## src/rtl/video_axiw_arb_if.sv

```systemverilog
// ----------------------------------------------------------------------------
// video_axiw_arb_if
//  AXI4 write-channel bundle (AW, W and B channels, 512-bit data) shared by the
//  video write controllers, the write arbiter and the MIG AXI slot.
//  Modports:
//    master : drives AW/W and BREADY (burst initiator side)
//    slave  : drives AWREADY/WREADY and the B response (burst target side)
// ----------------------------------------------------------------------------
interface video_axiw_arb_if;
    logic [3:0]   AWID;
    logic [31:0]  AWADDR;
    logic [7:0]   AWLEN;
    logic [2:0]   AWSIZE;
    logic [1:0]   AWBURST;
    logic         AWLOCK;
    logic [3:0]   AWCACHE;
    logic [2:0]   AWPROT;
    logic [3:0]   AWQOS;
    logic         AWVALID;
    logic         AWREADY;
    logic [511:0] WDATA;
    logic [63:0]  WSTRB;
    logic         WLAST;
    logic         WVALID;
    logic         WREADY;
    logic [3:0]   BID;
    logic [1:0]   BRESP;
    logic         BVALID;
    logic         BREADY;

    modport master (
        output AWID, AWADDR, AWLEN, AWSIZE, AWBURST, AWLOCK, AWCACHE, AWPROT, AWQOS, AWVALID,
        input  AWREADY,
        output WDATA, WSTRB, WLAST, WVALID,
        input  WREADY,
        input  BID, BRESP, BVALID,
        output BREADY
    );

    modport slave (
        input  AWID, AWADDR, AWLEN, AWSIZE, AWBURST, AWLOCK, AWCACHE, AWPROT, AWQOS, AWVALID,
        output AWREADY,
        input  WDATA, WSTRB, WLAST, WVALID,
        output WREADY,
        output BID, BRESP, BVALID,
        input  BREADY
    );
endinterface

```

## src/rtl/video_axiw_arb.sv

```systemverilog
// ----------------------------------------------------------------------------
// video_axiw_arb
//  2:1 AXI4 write-channel arbiter sharing the MIG1 AXI write port between two
//  video write controllers. One whole burst (AW + all W beats) is granted at a
//  time, round-robin or with fixed S0 priority. B responses are routed by BID
//  independently of the burst FSM. M_WLAST is regenerated from the latched AWLEN;
//  the masters' WLAST is ignored.
//  Ports:
//    CLK_MIG1_UI  MIG ui_clk (single clock domain)
//    XRST         asynchronous reset, active low
//    REG_ARB_MODE 0: round-robin, 1: fixed priority S0 > S1
//    REG_ARB_CLR  pulse, clears ARB_WDOG_ERR
//    S0, S1       slave-side write ports of the two video controllers
//    M            master-side write port towards the MIG AXI slot
//    ARB_GNT      one-hot current grant ([0]=S0, [1]=S1), 00 when idle
//    ARB_WDOG_ERR sticky watchdog abort flag
//  Optional feature: define VIDEO_AXIW_ARB_WDOG_EN to enable the stall watchdog
//  (P_WDOG_CYC stalled cycles in AVLD/DATA abandon the burst). Without it the
//  FSM only leaves DATA on the last beat and ARB_WDOG_ERR is tied 0.
// ----------------------------------------------------------------------------
module video_axiw_arb #(
    parameter logic [3:0]  P_S0_ID    = 4'h0,
    parameter logic [3:0]  P_S1_ID    = 4'h1,
    parameter logic [15:0] P_WDOG_CYC = 16'd4096
) (
    input  logic             CLK_MIG1_UI,
    input  logic             XRST,
    input  logic             REG_ARB_MODE,
    input  logic             REG_ARB_CLR,
    video_axiw_arb_if.slave  S0,
    video_axiw_arb_if.slave  S1,
    video_axiw_arb_if.master M,
    output logic [1:0]       ARB_GNT,
    output logic             ARB_WDOG_ERR
);

    typedef enum logic [3:0] {
        ST_IDLE = 4'b0001,
        ST_ARB  = 4'b0010,
        ST_AVLD = 4'b0100,
        ST_DATA = 4'b1000
    } state_t;

    state_t     state_q, state_nxt;
    logic       sel_q;      // 1: burst belongs to S1
    logic       rr_last_q;  // port served last (1 after reset so S0 is favoured)
    logic [1:0] gnt_q;
    logic [7:0] beat_q;
    logic [7:0] len_q;
    logic [1:0] req;
    logic       pick_s1;
    logic       aw_hs;
    logic       w_hs;
    logic       wdog_hit;
    logic       unused_wlast;

    assign req          = {S1.AWVALID, S0.AWVALID};
    assign unused_wlast = S0.WLAST ^ S1.WLAST;

    always_comb begin
        if (REG_ARB_MODE)
            pick_s1 = ~req[0];
        else if (&req)
            pick_s1 = ~rr_last_q;
        else
            pick_s1 = req[1];
    end

    // AW channel: fields always follow the selected port, VALID/READY only in AVLD
    assign M.AWID     = sel_q ? S1.AWID    : S0.AWID;
    assign M.AWADDR   = sel_q ? S1.AWADDR  : S0.AWADDR;
    assign M.AWLEN    = sel_q ? S1.AWLEN   : S0.AWLEN;
    assign M.AWSIZE   = sel_q ? S1.AWSIZE  : S0.AWSIZE;
    assign M.AWBURST  = sel_q ? S1.AWBURST : S0.AWBURST;
    assign M.AWLOCK   = sel_q ? S1.AWLOCK  : S0.AWLOCK;
    assign M.AWCACHE  = sel_q ? S1.AWCACHE : S0.AWCACHE;
    assign M.AWPROT   = sel_q ? S1.AWPROT  : S0.AWPROT;
    assign M.AWQOS    = sel_q ? S1.AWQOS   : S0.AWQOS;
    assign M.AWVALID  = (state_q == ST_AVLD) && (sel_q ? S1.AWVALID : S0.AWVALID);
    assign S0.AWREADY = (state_q == ST_AVLD) && !sel_q && M.AWREADY;
    assign S1.AWREADY = (state_q == ST_AVLD) &&  sel_q && M.AWREADY;

    // W channel: only in DATA; WLAST comes from the beat count, not the master
    assign M.WDATA    = sel_q ? S1.WDATA : S0.WDATA;
    assign M.WSTRB    = sel_q ? S1.WSTRB : S0.WSTRB;
    assign M.WLAST    = (state_q == ST_DATA) && (beat_q == len_q);
    assign M.WVALID   = (state_q == ST_DATA) && (sel_q ? S1.WVALID : S0.WVALID);
    assign S0.WREADY  = (state_q == ST_DATA) && !sel_q && M.WREADY;
    assign S1.WREADY  = (state_q == ST_DATA) &&  sel_q && M.WREADY;

    assign aw_hs   = M.AWVALID && M.AWREADY;
    assign w_hs    = M.WVALID && M.WREADY;
    assign ARB_GNT = gnt_q;

    // B routing is independent of the burst FSM; unknown IDs are drained
    assign S0.BID   = M.BID;
    assign S0.BRESP = M.BRESP;
    assign S1.BID   = M.BID;
    assign S1.BRESP = M.BRESP;

    always_comb begin
        // NOTE: every output of a combinational block gets a default first, otherwise a latch is inferred.
        S0.BVALID = 1'b0;
        S1.BVALID = 1'b0;
        M.BREADY  = 1'b1;
        if (M.BID == P_S0_ID) begin
            S0.BVALID = M.BVALID;
            M.BREADY  = S0.BREADY;
        end else if (M.BID == P_S1_ID) begin
            S1.BVALID = M.BVALID;
            M.BREADY  = S1.BREADY;
        end
    end

    always_comb begin
        state_nxt = state_q;
        case (state_q)
            ST_IDLE: if (|req) state_nxt = ST_ARB;
            ST_ARB:  state_nxt = ST_AVLD;
            ST_AVLD: if (aw_hs) state_nxt = ST_DATA;
            ST_DATA: if (w_hs && M.WLAST) state_nxt = ST_IDLE;
            default: state_nxt = ST_IDLE;
        endcase
        if (wdog_hit)
            state_nxt = ST_IDLE;
    end

    always_ff @(posedge CLK_MIG1_UI or negedge XRST) begin
        if (!XRST) begin
            state_q   <= ST_IDLE;
            sel_q     <= 1'b0;
            rr_last_q <= 1'b1;
            gnt_q     <= 2'b00;
            beat_q    <= 8'd0;
            len_q     <= 8'd0;
        end else begin
            // NOTE: sequential state uses non-blocking assignments so every register samples pre-edge values.
            state_q <= state_nxt;
            // Winner is decided in IDLE so a mode change never affects a burst in flight
            if (state_q == ST_IDLE && |req)
                sel_q <= pick_s1;
            if (state_nxt == ST_IDLE)
                gnt_q <= 2'b00;
            else if (state_q == ST_ARB)
                gnt_q <= sel_q ? 2'b10 : 2'b01;
            if (aw_hs) begin
                len_q  <= M.AWLEN;
                beat_q <= 8'd0;
            end else if (w_hs) begin
                beat_q <= beat_q + 8'd1;
            end
            if (w_hs && M.WLAST)
                rr_last_q <= sel_q;
        end
    end

`ifdef VIDEO_AXIW_ARB_WDOG_EN
    logic [15:0] wdog_cnt_q;
    logic        wdog_err_q;
    logic        wdog_run;

    // Any handshake proves progress and restarts the stall count
    assign wdog_run     = (state_q == ST_AVLD) || (state_q == ST_DATA);
    assign wdog_hit     = wdog_run && !aw_hs && !w_hs && (wdog_cnt_q == P_WDOG_CYC - 16'd1);
    assign ARB_WDOG_ERR = wdog_err_q;

    always_ff @(posedge CLK_MIG1_UI or negedge XRST) begin
        if (!XRST) begin
            wdog_cnt_q <= 16'd0;
            wdog_err_q <= 1'b0;
        end else begin
            if (!wdog_run || aw_hs || w_hs)
                wdog_cnt_q <= 16'd0;
            else
                wdog_cnt_q <= wdog_cnt_q + 16'd1;
            // A new abort outranks a simultaneous clear
            if (wdog_hit)
                wdog_err_q <= 1'b1;
            else if (REG_ARB_CLR)
                wdog_err_q <= 1'b0;
        end
    end
`else
    logic unused_wdog;

    assign wdog_hit     = 1'b0;
    assign ARB_WDOG_ERR = 1'b0;
    assign unused_wdog  = ^{REG_ARB_CLR, P_WDOG_CYC};
`endif

endmodule
```

## src/flat_wrapper.sv

```systemverilog
// flat-port wrapper written by rule: the top's interface ports become plain ports
module video_axiw_arb_flat 
#(
    parameter logic [3:0]  P_S0_ID    = 4'h0,
    parameter logic [3:0]  P_S1_ID    = 4'h1,
    parameter logic [15:0] P_WDOG_CYC = 16'd4096
)
  (CLK_MIG1_UI, XRST, REG_ARB_MODE, REG_ARB_CLR, ARB_GNT, ARB_WDOG_ERR, S0_AWID, S0_AWADDR, S0_AWLEN, S0_AWSIZE, S0_AWBURST, S0_AWLOCK, S0_AWCACHE, S0_AWPROT, S0_AWQOS, S0_AWVALID, S0_AWREADY, S0_WDATA, S0_WSTRB, S0_WLAST, S0_WVALID, S0_WREADY, S0_BID, S0_BRESP, S0_BVALID, S0_BREADY, S1_AWID, S1_AWADDR, S1_AWLEN, S1_AWSIZE, S1_AWBURST, S1_AWLOCK, S1_AWCACHE, S1_AWPROT, S1_AWQOS, S1_AWVALID, S1_AWREADY, S1_WDATA, S1_WSTRB, S1_WLAST, S1_WVALID, S1_WREADY, S1_BID, S1_BRESP, S1_BVALID, S1_BREADY, M_AWID, M_AWADDR, M_AWLEN, M_AWSIZE, M_AWBURST, M_AWLOCK, M_AWCACHE, M_AWPROT, M_AWQOS, M_AWVALID, M_AWREADY, M_WDATA, M_WSTRB, M_WLAST, M_WVALID, M_WREADY, M_BID, M_BRESP, M_BVALID, M_BREADY);
  video_axiw_arb_if S0_i ();
  video_axiw_arb_if S1_i ();
  video_axiw_arb_if M_i ();
  input  logic CLK_MIG1_UI;
  input  logic XRST;
  input  logic REG_ARB_MODE;
  input  logic REG_ARB_CLR;
  output logic [1:0] ARB_GNT;
  output logic ARB_WDOG_ERR;
  input wire logic [$bits(S0_i.AWID)-1:0] S0_AWID;
  input wire logic [$bits(S0_i.AWADDR)-1:0] S0_AWADDR;
  input wire logic [$bits(S0_i.AWLEN)-1:0] S0_AWLEN;
  input wire logic [$bits(S0_i.AWSIZE)-1:0] S0_AWSIZE;
  input wire logic [$bits(S0_i.AWBURST)-1:0] S0_AWBURST;
  input wire logic [$bits(S0_i.AWLOCK)-1:0] S0_AWLOCK;
  input wire logic [$bits(S0_i.AWCACHE)-1:0] S0_AWCACHE;
  input wire logic [$bits(S0_i.AWPROT)-1:0] S0_AWPROT;
  input wire logic [$bits(S0_i.AWQOS)-1:0] S0_AWQOS;
  input wire logic [$bits(S0_i.AWVALID)-1:0] S0_AWVALID;
  output wire logic [$bits(S0_i.AWREADY)-1:0] S0_AWREADY;
  input wire logic [$bits(S0_i.WDATA)-1:0] S0_WDATA;
  input wire logic [$bits(S0_i.WSTRB)-1:0] S0_WSTRB;
  input wire logic [$bits(S0_i.WLAST)-1:0] S0_WLAST;
  input wire logic [$bits(S0_i.WVALID)-1:0] S0_WVALID;
  output wire logic [$bits(S0_i.WREADY)-1:0] S0_WREADY;
  output wire logic [$bits(S0_i.BID)-1:0] S0_BID;
  output wire logic [$bits(S0_i.BRESP)-1:0] S0_BRESP;
  output wire logic [$bits(S0_i.BVALID)-1:0] S0_BVALID;
  input wire logic [$bits(S0_i.BREADY)-1:0] S0_BREADY;
  input wire logic [$bits(S1_i.AWID)-1:0] S1_AWID;
  input wire logic [$bits(S1_i.AWADDR)-1:0] S1_AWADDR;
  input wire logic [$bits(S1_i.AWLEN)-1:0] S1_AWLEN;
  input wire logic [$bits(S1_i.AWSIZE)-1:0] S1_AWSIZE;
  input wire logic [$bits(S1_i.AWBURST)-1:0] S1_AWBURST;
  input wire logic [$bits(S1_i.AWLOCK)-1:0] S1_AWLOCK;
  input wire logic [$bits(S1_i.AWCACHE)-1:0] S1_AWCACHE;
  input wire logic [$bits(S1_i.AWPROT)-1:0] S1_AWPROT;
  input wire logic [$bits(S1_i.AWQOS)-1:0] S1_AWQOS;
  input wire logic [$bits(S1_i.AWVALID)-1:0] S1_AWVALID;
  output wire logic [$bits(S1_i.AWREADY)-1:0] S1_AWREADY;
  input wire logic [$bits(S1_i.WDATA)-1:0] S1_WDATA;
  input wire logic [$bits(S1_i.WSTRB)-1:0] S1_WSTRB;
  input wire logic [$bits(S1_i.WLAST)-1:0] S1_WLAST;
  input wire logic [$bits(S1_i.WVALID)-1:0] S1_WVALID;
  output wire logic [$bits(S1_i.WREADY)-1:0] S1_WREADY;
  output wire logic [$bits(S1_i.BID)-1:0] S1_BID;
  output wire logic [$bits(S1_i.BRESP)-1:0] S1_BRESP;
  output wire logic [$bits(S1_i.BVALID)-1:0] S1_BVALID;
  input wire logic [$bits(S1_i.BREADY)-1:0] S1_BREADY;
  output wire logic [$bits(M_i.AWID)-1:0] M_AWID;
  output wire logic [$bits(M_i.AWADDR)-1:0] M_AWADDR;
  output wire logic [$bits(M_i.AWLEN)-1:0] M_AWLEN;
  output wire logic [$bits(M_i.AWSIZE)-1:0] M_AWSIZE;
  output wire logic [$bits(M_i.AWBURST)-1:0] M_AWBURST;
  output wire logic [$bits(M_i.AWLOCK)-1:0] M_AWLOCK;
  output wire logic [$bits(M_i.AWCACHE)-1:0] M_AWCACHE;
  output wire logic [$bits(M_i.AWPROT)-1:0] M_AWPROT;
  output wire logic [$bits(M_i.AWQOS)-1:0] M_AWQOS;
  output wire logic [$bits(M_i.AWVALID)-1:0] M_AWVALID;
  input wire logic [$bits(M_i.AWREADY)-1:0] M_AWREADY;
  output wire logic [$bits(M_i.WDATA)-1:0] M_WDATA;
  output wire logic [$bits(M_i.WSTRB)-1:0] M_WSTRB;
  output wire logic [$bits(M_i.WLAST)-1:0] M_WLAST;
  output wire logic [$bits(M_i.WVALID)-1:0] M_WVALID;
  input wire logic [$bits(M_i.WREADY)-1:0] M_WREADY;
  input wire logic [$bits(M_i.BID)-1:0] M_BID;
  input wire logic [$bits(M_i.BRESP)-1:0] M_BRESP;
  input wire logic [$bits(M_i.BVALID)-1:0] M_BVALID;
  output wire logic [$bits(M_i.BREADY)-1:0] M_BREADY;
  assign S0_i.AWID = S0_AWID;
  assign S0_i.AWADDR = S0_AWADDR;
  assign S0_i.AWLEN = S0_AWLEN;
  assign S0_i.AWSIZE = S0_AWSIZE;
  assign S0_i.AWBURST = S0_AWBURST;
  assign S0_i.AWLOCK = S0_AWLOCK;
  assign S0_i.AWCACHE = S0_AWCACHE;
  assign S0_i.AWPROT = S0_AWPROT;
  assign S0_i.AWQOS = S0_AWQOS;
  assign S0_i.AWVALID = S0_AWVALID;
  assign S0_AWREADY = S0_i.AWREADY;
  assign S0_i.WDATA = S0_WDATA;
  assign S0_i.WSTRB = S0_WSTRB;
  assign S0_i.WLAST = S0_WLAST;
  assign S0_i.WVALID = S0_WVALID;
  assign S0_WREADY = S0_i.WREADY;
  assign S0_BID = S0_i.BID;
  assign S0_BRESP = S0_i.BRESP;
  assign S0_BVALID = S0_i.BVALID;
  assign S0_i.BREADY = S0_BREADY;
  assign S1_i.AWID = S1_AWID;
  assign S1_i.AWADDR = S1_AWADDR;
  assign S1_i.AWLEN = S1_AWLEN;
  assign S1_i.AWSIZE = S1_AWSIZE;
  assign S1_i.AWBURST = S1_AWBURST;
  assign S1_i.AWLOCK = S1_AWLOCK;
  assign S1_i.AWCACHE = S1_AWCACHE;
  assign S1_i.AWPROT = S1_AWPROT;
  assign S1_i.AWQOS = S1_AWQOS;
  assign S1_i.AWVALID = S1_AWVALID;
  assign S1_AWREADY = S1_i.AWREADY;
  assign S1_i.WDATA = S1_WDATA;
  assign S1_i.WSTRB = S1_WSTRB;
  assign S1_i.WLAST = S1_WLAST;
  assign S1_i.WVALID = S1_WVALID;
  assign S1_WREADY = S1_i.WREADY;
  assign S1_BID = S1_i.BID;
  assign S1_BRESP = S1_i.BRESP;
  assign S1_BVALID = S1_i.BVALID;
  assign S1_i.BREADY = S1_BREADY;
  assign M_AWID = M_i.AWID;
  assign M_AWADDR = M_i.AWADDR;
  assign M_AWLEN = M_i.AWLEN;
  assign M_AWSIZE = M_i.AWSIZE;
  assign M_AWBURST = M_i.AWBURST;
  assign M_AWLOCK = M_i.AWLOCK;
  assign M_AWCACHE = M_i.AWCACHE;
  assign M_AWPROT = M_i.AWPROT;
  assign M_AWQOS = M_i.AWQOS;
  assign M_AWVALID = M_i.AWVALID;
  assign M_i.AWREADY = M_AWREADY;
  assign M_WDATA = M_i.WDATA;
  assign M_WSTRB = M_i.WSTRB;
  assign M_WLAST = M_i.WLAST;
  assign M_WVALID = M_i.WVALID;
  assign M_i.WREADY = M_WREADY;
  assign M_i.BID = M_BID;
  assign M_i.BRESP = M_BRESP;
  assign M_i.BVALID = M_BVALID;
  assign M_BREADY = M_i.BREADY;
  video_axiw_arb #(.P_S0_ID(P_S0_ID), .P_S1_ID(P_S1_ID), .P_WDOG_CYC(P_WDOG_CYC)) u_core (.CLK_MIG1_UI(CLK_MIG1_UI), .XRST(XRST), .REG_ARB_MODE(REG_ARB_MODE), .REG_ARB_CLR(REG_ARB_CLR), .S0(S0_i), .S1(S1_i), .M(M_i), .ARB_GNT(ARB_GNT), .ARB_WDOG_ERR(ARB_WDOG_ERR));
endmodule
```

## config.mk

```make
export PLATFORM = sky130hd
export DESIGN_NAME = video_axiw_arb_flat
export DESIGN_NICKNAME = d
export VERILOG_FILES = /design/src/rtl/video_axiw_arb_if.sv /design/src/rtl/video_axiw_arb.sv /design/src/flat_wrapper.sv
export SDC_FILE = /design/constraint.sdc
export NUM_CORES = 1
export LEC_CHECK = 0
export BUFFER_PORTS_ARGS = -buffer_cell sky130_fd_sc_hd__buf_4
export CAP_MARGIN = 20
export CORE_AREA = 2 2 769 771
export DETAILED_ROUTE_END_ITERATION = 16
export DIE_AREA = 0 0 771 773
export SETUP_SLACK_MARGIN = 0.2
export SLEW_MARGIN = 20
export SYNTH_ARGS = -nofsm -noshare
export SYNTH_HDL_FRONTEND = slang
export SYNTH_SLANG_ARGS = --single-unit
export TNS_END_PERCENT = 1
```

## constraint.sdc

```tcl
create_clock -name CLK_MIG1_UI -period 3.6 [get_ports CLK_MIG1_UI]
set_input_delay 0.54 -clock CLK_MIG1_UI [delete_from_list [all_inputs] [get_ports CLK_MIG1_UI]]
set_output_delay 0.54 -clock CLK_MIG1_UI [all_outputs]
set_load 0.1 [all_outputs]
```

==> results.txt <==
The floorplan step defined a die boundary enclosing 0.596 mm2. Of the synthesized area, sequential elements account for 6.77%. The run finished with clean final reports. The number of global-route vias before repair is 17300, and the total count of max-transition violations in the final report is 0. The Yosys step of the flow raised 0 warnings.

The number of synthesized flops with an enable pin is 0, and the total via count in the routed design is 21300. In this run the worst hold path is classified as in -> async. In this run, CTS created clock tree buffers numbering 3.

In the final design database the tool counted 4033 nets. In this run the cell area measured after placement is 0.0332 mm2. The via-per-instance ratio works out to 2.00. The root buffer selected by CTS is sky130_fd_sc_hd__clkbuf_16.

The clock power share was 1.0%. Cells with a size suffix above 1 make up 96.1% of the layout. Standard cell core area: 0.588 mm2.

The worst setup path is captured at an output pin. Combinational logic burns 97.4% of the power. STA classifies the critical path startpoint as a flop. The switching share of total power is 77.2%, and the cell area after layout is 0.0336 mm2. The capture point of the worst reg-to-reg path was u_core.len_q[6].

Summed over all nets, the half-perimeter wirelength after detailed placement is 467000 um. The leading register cell type out of synthesis is sky130_fd_sc_hd__dfrtp_1. Counting every instance in the synthesized netlist gives 851.

The area growth from synthesis to layout was 277%; the clock latency of the later-clocked register in the worst-skew pair was 0.26 ns. The die is 771 um wide. The share of the clock period used by the worst path after layout works out to 87.5%.

After filler insertion, the fill cell instance count of the layout stands at 69300. The tightest hold path in the finished design has a slack of 0.184 ns. The internal power of the cells came out at 7.36 mW. The clock period could shrink to 3.15 ns. The tools report the number of hold-slack violations in the final timing report as 0. The floorplan step set the die height to 773 um.

For the pin with the worst max-slew slack, the measured transition is 0.729 ns. The first global-routing pass estimated 526000 um of wire. Across all register-to-register paths, the minimum setup slack is 1.17 ns. In the synthesized netlist the async set-or-reset flop fraction comes to 100%. The startpoint identified for the worst register-to-register timing path is u_core.sel_q.

Setup repair after global routing left no endpoint under its margin. For this design, the sink count on the clock tree is 24. For this block, the routed nets add up to 490000 um of wire.

For the setup TNS, the log shows 0 ns. TritonCTS built the clock tree. The maximum fanout encountered on the critical timing path works out to 28. Entering global routing, the biggest net connects 98 pins. For this run, global-route usage on met2 was measured as 23.1%. The tools report the register share of total power as 1.6%. The worst setup path is of the reg -> out kind. The run gives 0 as the post-cts hold buffer count. The effective utilization at floorplan was 1.52%; the number of max-cap violations was 0.

The global-route met1 utilization was 15.9%. Static timing analysis puts the maximum clock frequency at 0.317 GHz. Number of buffers inserted to repair setup after CTS: 0. The layer flagged by global routing as most heavily used is met2. Cells fill 5.72% of the core in the end. Power spread over the standard cell area amounts to 959 mW/mm2. The average wire per standard cell is 45.8 um, and the switching power summed over all nets is 24.9 mW. Antenna violation net count after detailed routing: 0.

The number of H-tree levels was 1; the initial antenna violation count was 744. Global routing finished with a remaining overflow of 0. The tools report the post-synth design cell area as 0.00891 mm2. The logs give 15.7% for the overall routing resource usage and 1586 for the iteration-0 DRC count of the detailed router. For this design the static power due to leakage is 12.6 nW. The port buffer count works out to 1946.

Dividing the synthesized area by the synthesized cell count gives 10.5 um2. 1957 I/O pins were placed. In this run, synthesis produced a sequential element count of 24. STA puts the critical path data arrival time at 2.61 ns.

The final routed DRC violation total is 0, and the final setup violation count is 0. Worst-case clock buffer depth: 2. The number of cells on the worst reg-to-reg path works out to 4.

The clock transition time at the flip-flop clock pins of the worst setup and hold paths is 0.06 ns, and the site row count is 282. Across the VDD grid, the largest voltage drop is 871 uV. The post-synth net total is 2147, and the number of optimization iterations in the first detailed-route pass is 7. The run gives 0 as the count of instances resized after the clock tree is built. The final worst clock skew was 0.00250 ns; the placer's final routability congestion estimate was 1.94. The distinct cell type count of the synthesized netlist came out at 38.

The logs give 13.4% for the met3 track demand over resource in global routing and 51.3% for the worst slew slack as a fraction of its limit. The critical path required time is 3.06 ns.
[metal layers]
metal | up-vias | share of wire (%)
met1 | 9154 | 36
met3 | 1497 | 18
met4 | 410 | 5.3
met2 | 3126 | 41
li1 | 7162 | -
met5 | - | 0.70
[final cells by class]
class / count / area (um2) / share of cell area, %
Multi-Input combinational cell: 736 / 7890 / 23.4
Clock buffer: 3 / 75.1 / 0.223
Tap cell: 7810 / 9770 / 29.0
Timing Repair Buffer: 1968 / 14900 / 44.3
Clock inverter: 1 / 30.0 / 0.0893
Antenna cell: 143 / 358 / 1.06
Sequential cell: 24 / 607 / 1.80
Inverter: 4 / 15.0 / 0.0446
[worst max-delay path, stage by stage, from the launching register on]
cell	delay, ns
sky130_fd_sc_hd__dfrtp_4	0.77
sky130_fd_sc_hd__buf_4	0.53
sky130_fd_sc_hd__mux2_2	0.51
sky130_fd_sc_hd__buf_4	0.36
[placed cells by master (no fill, tap or decap), drive strengths merged]
cell type and count:
diode 143, inv 4, o21a 1, clkbuf 3, dfstp 2, nand4 3
o21ai 3, xor2 3, nor2 15, bufinv 1, buf 1968, nor4b 1
o31ai 2, nor3 5, a21oi 4, and3 3, dfrtp 22, ha 1
nand2b 2, conb 1, or4b 1, xnor2 9, nor4 4, or2 2
a31oi 2, mux2i 6, nand2 10, mux2 647, o31a 1, or3 1
or4 2, nand3 5, o211ai 1, nor2b 1
[synth_stat cells, drive strengths merged (5+ instances only)]
cell type	count	area, um2
dfrtp	22	551
mux2i	6	60.1
xnor2	9	78.8
clkbuf	44	165
nor2	15	56.3
buf	43	253
nand2	10	37.5
nor3	5	25.0
mux2	647	7290
nand3	5	37.5
[cells by family (layout without fill, tap and decap cells)]
group	Yosys count	count (layout)	synth area share [%]
DFF	24	24	6.77
buffers and inverters	91	1976	4.86
and+or+nand+nor	55	55	3.59
AOI/OAI and AO/OA	14	14	0.969
muxes	653	653	82.5
adders and majority gates	1	1	0.140
other	1	144	0.0421
xor gates and xnor gates	12	12	1.18
[power by group through the flow]
stage	sequential (mW)	clock, mW	combinational (mW)
after global routing	0.548	0.334	31.8
after floorplan	0.452	0	21.6
after detailed placement	0.543	0	31.3
final	0.525	0.321	31.4
after global placement	0.534	0	31.2
after CTS	0.540	0.324	31.4
[registers in the layout (all words and copies together), names as in the netlist]
| signal | flops |
|---|---|
| u_core.len_q | 8 |
| u_core.ARB_GNT | 2 |
| u_core.beat_q | 8 |
| u_core.rr_last_q | 1 |
| u_core.state_q | 4 |
| u_core.sel_q | 1 |
[stage by stage]
stage | cells | power, mW | worst slack [ns]
2_1_floorplan | 851 | 22.1 | 0.513
3_3_place_gp | 10500 | 31.8 | 0.646
3_5_place_dp | 10500 | 31.9 | 0.606
4_1_cts | 10500 | 32.2 | 0.313
5_1_grt | 10600 | 32.7 | 0.346
6_report | 10700 | 32.3 | 0.449
[worst max-delay path by stage]
stage | from | to | slack [ns] | depth (start not counted)
after floorplan | u_core.sel_q | S1_AWREADY | 0.51 | 6
after global placement | u_core.sel_q | M_WDATA[342] | 0.65 | 3
after detailed placement | u_core.sel_q | M_WDATA[375] | 0.61 | 3
after CTS | u_core.sel_q | M_WDATA[375] | 0.31 | 3
after global routing | u_core.sel_q | M_WDATA[342] | 0.35 | 3
final | u_core.sel_q | M_WDATA[342] | 0.45 | 3
No activity file was read; power rests on OpenSTA's default activity.
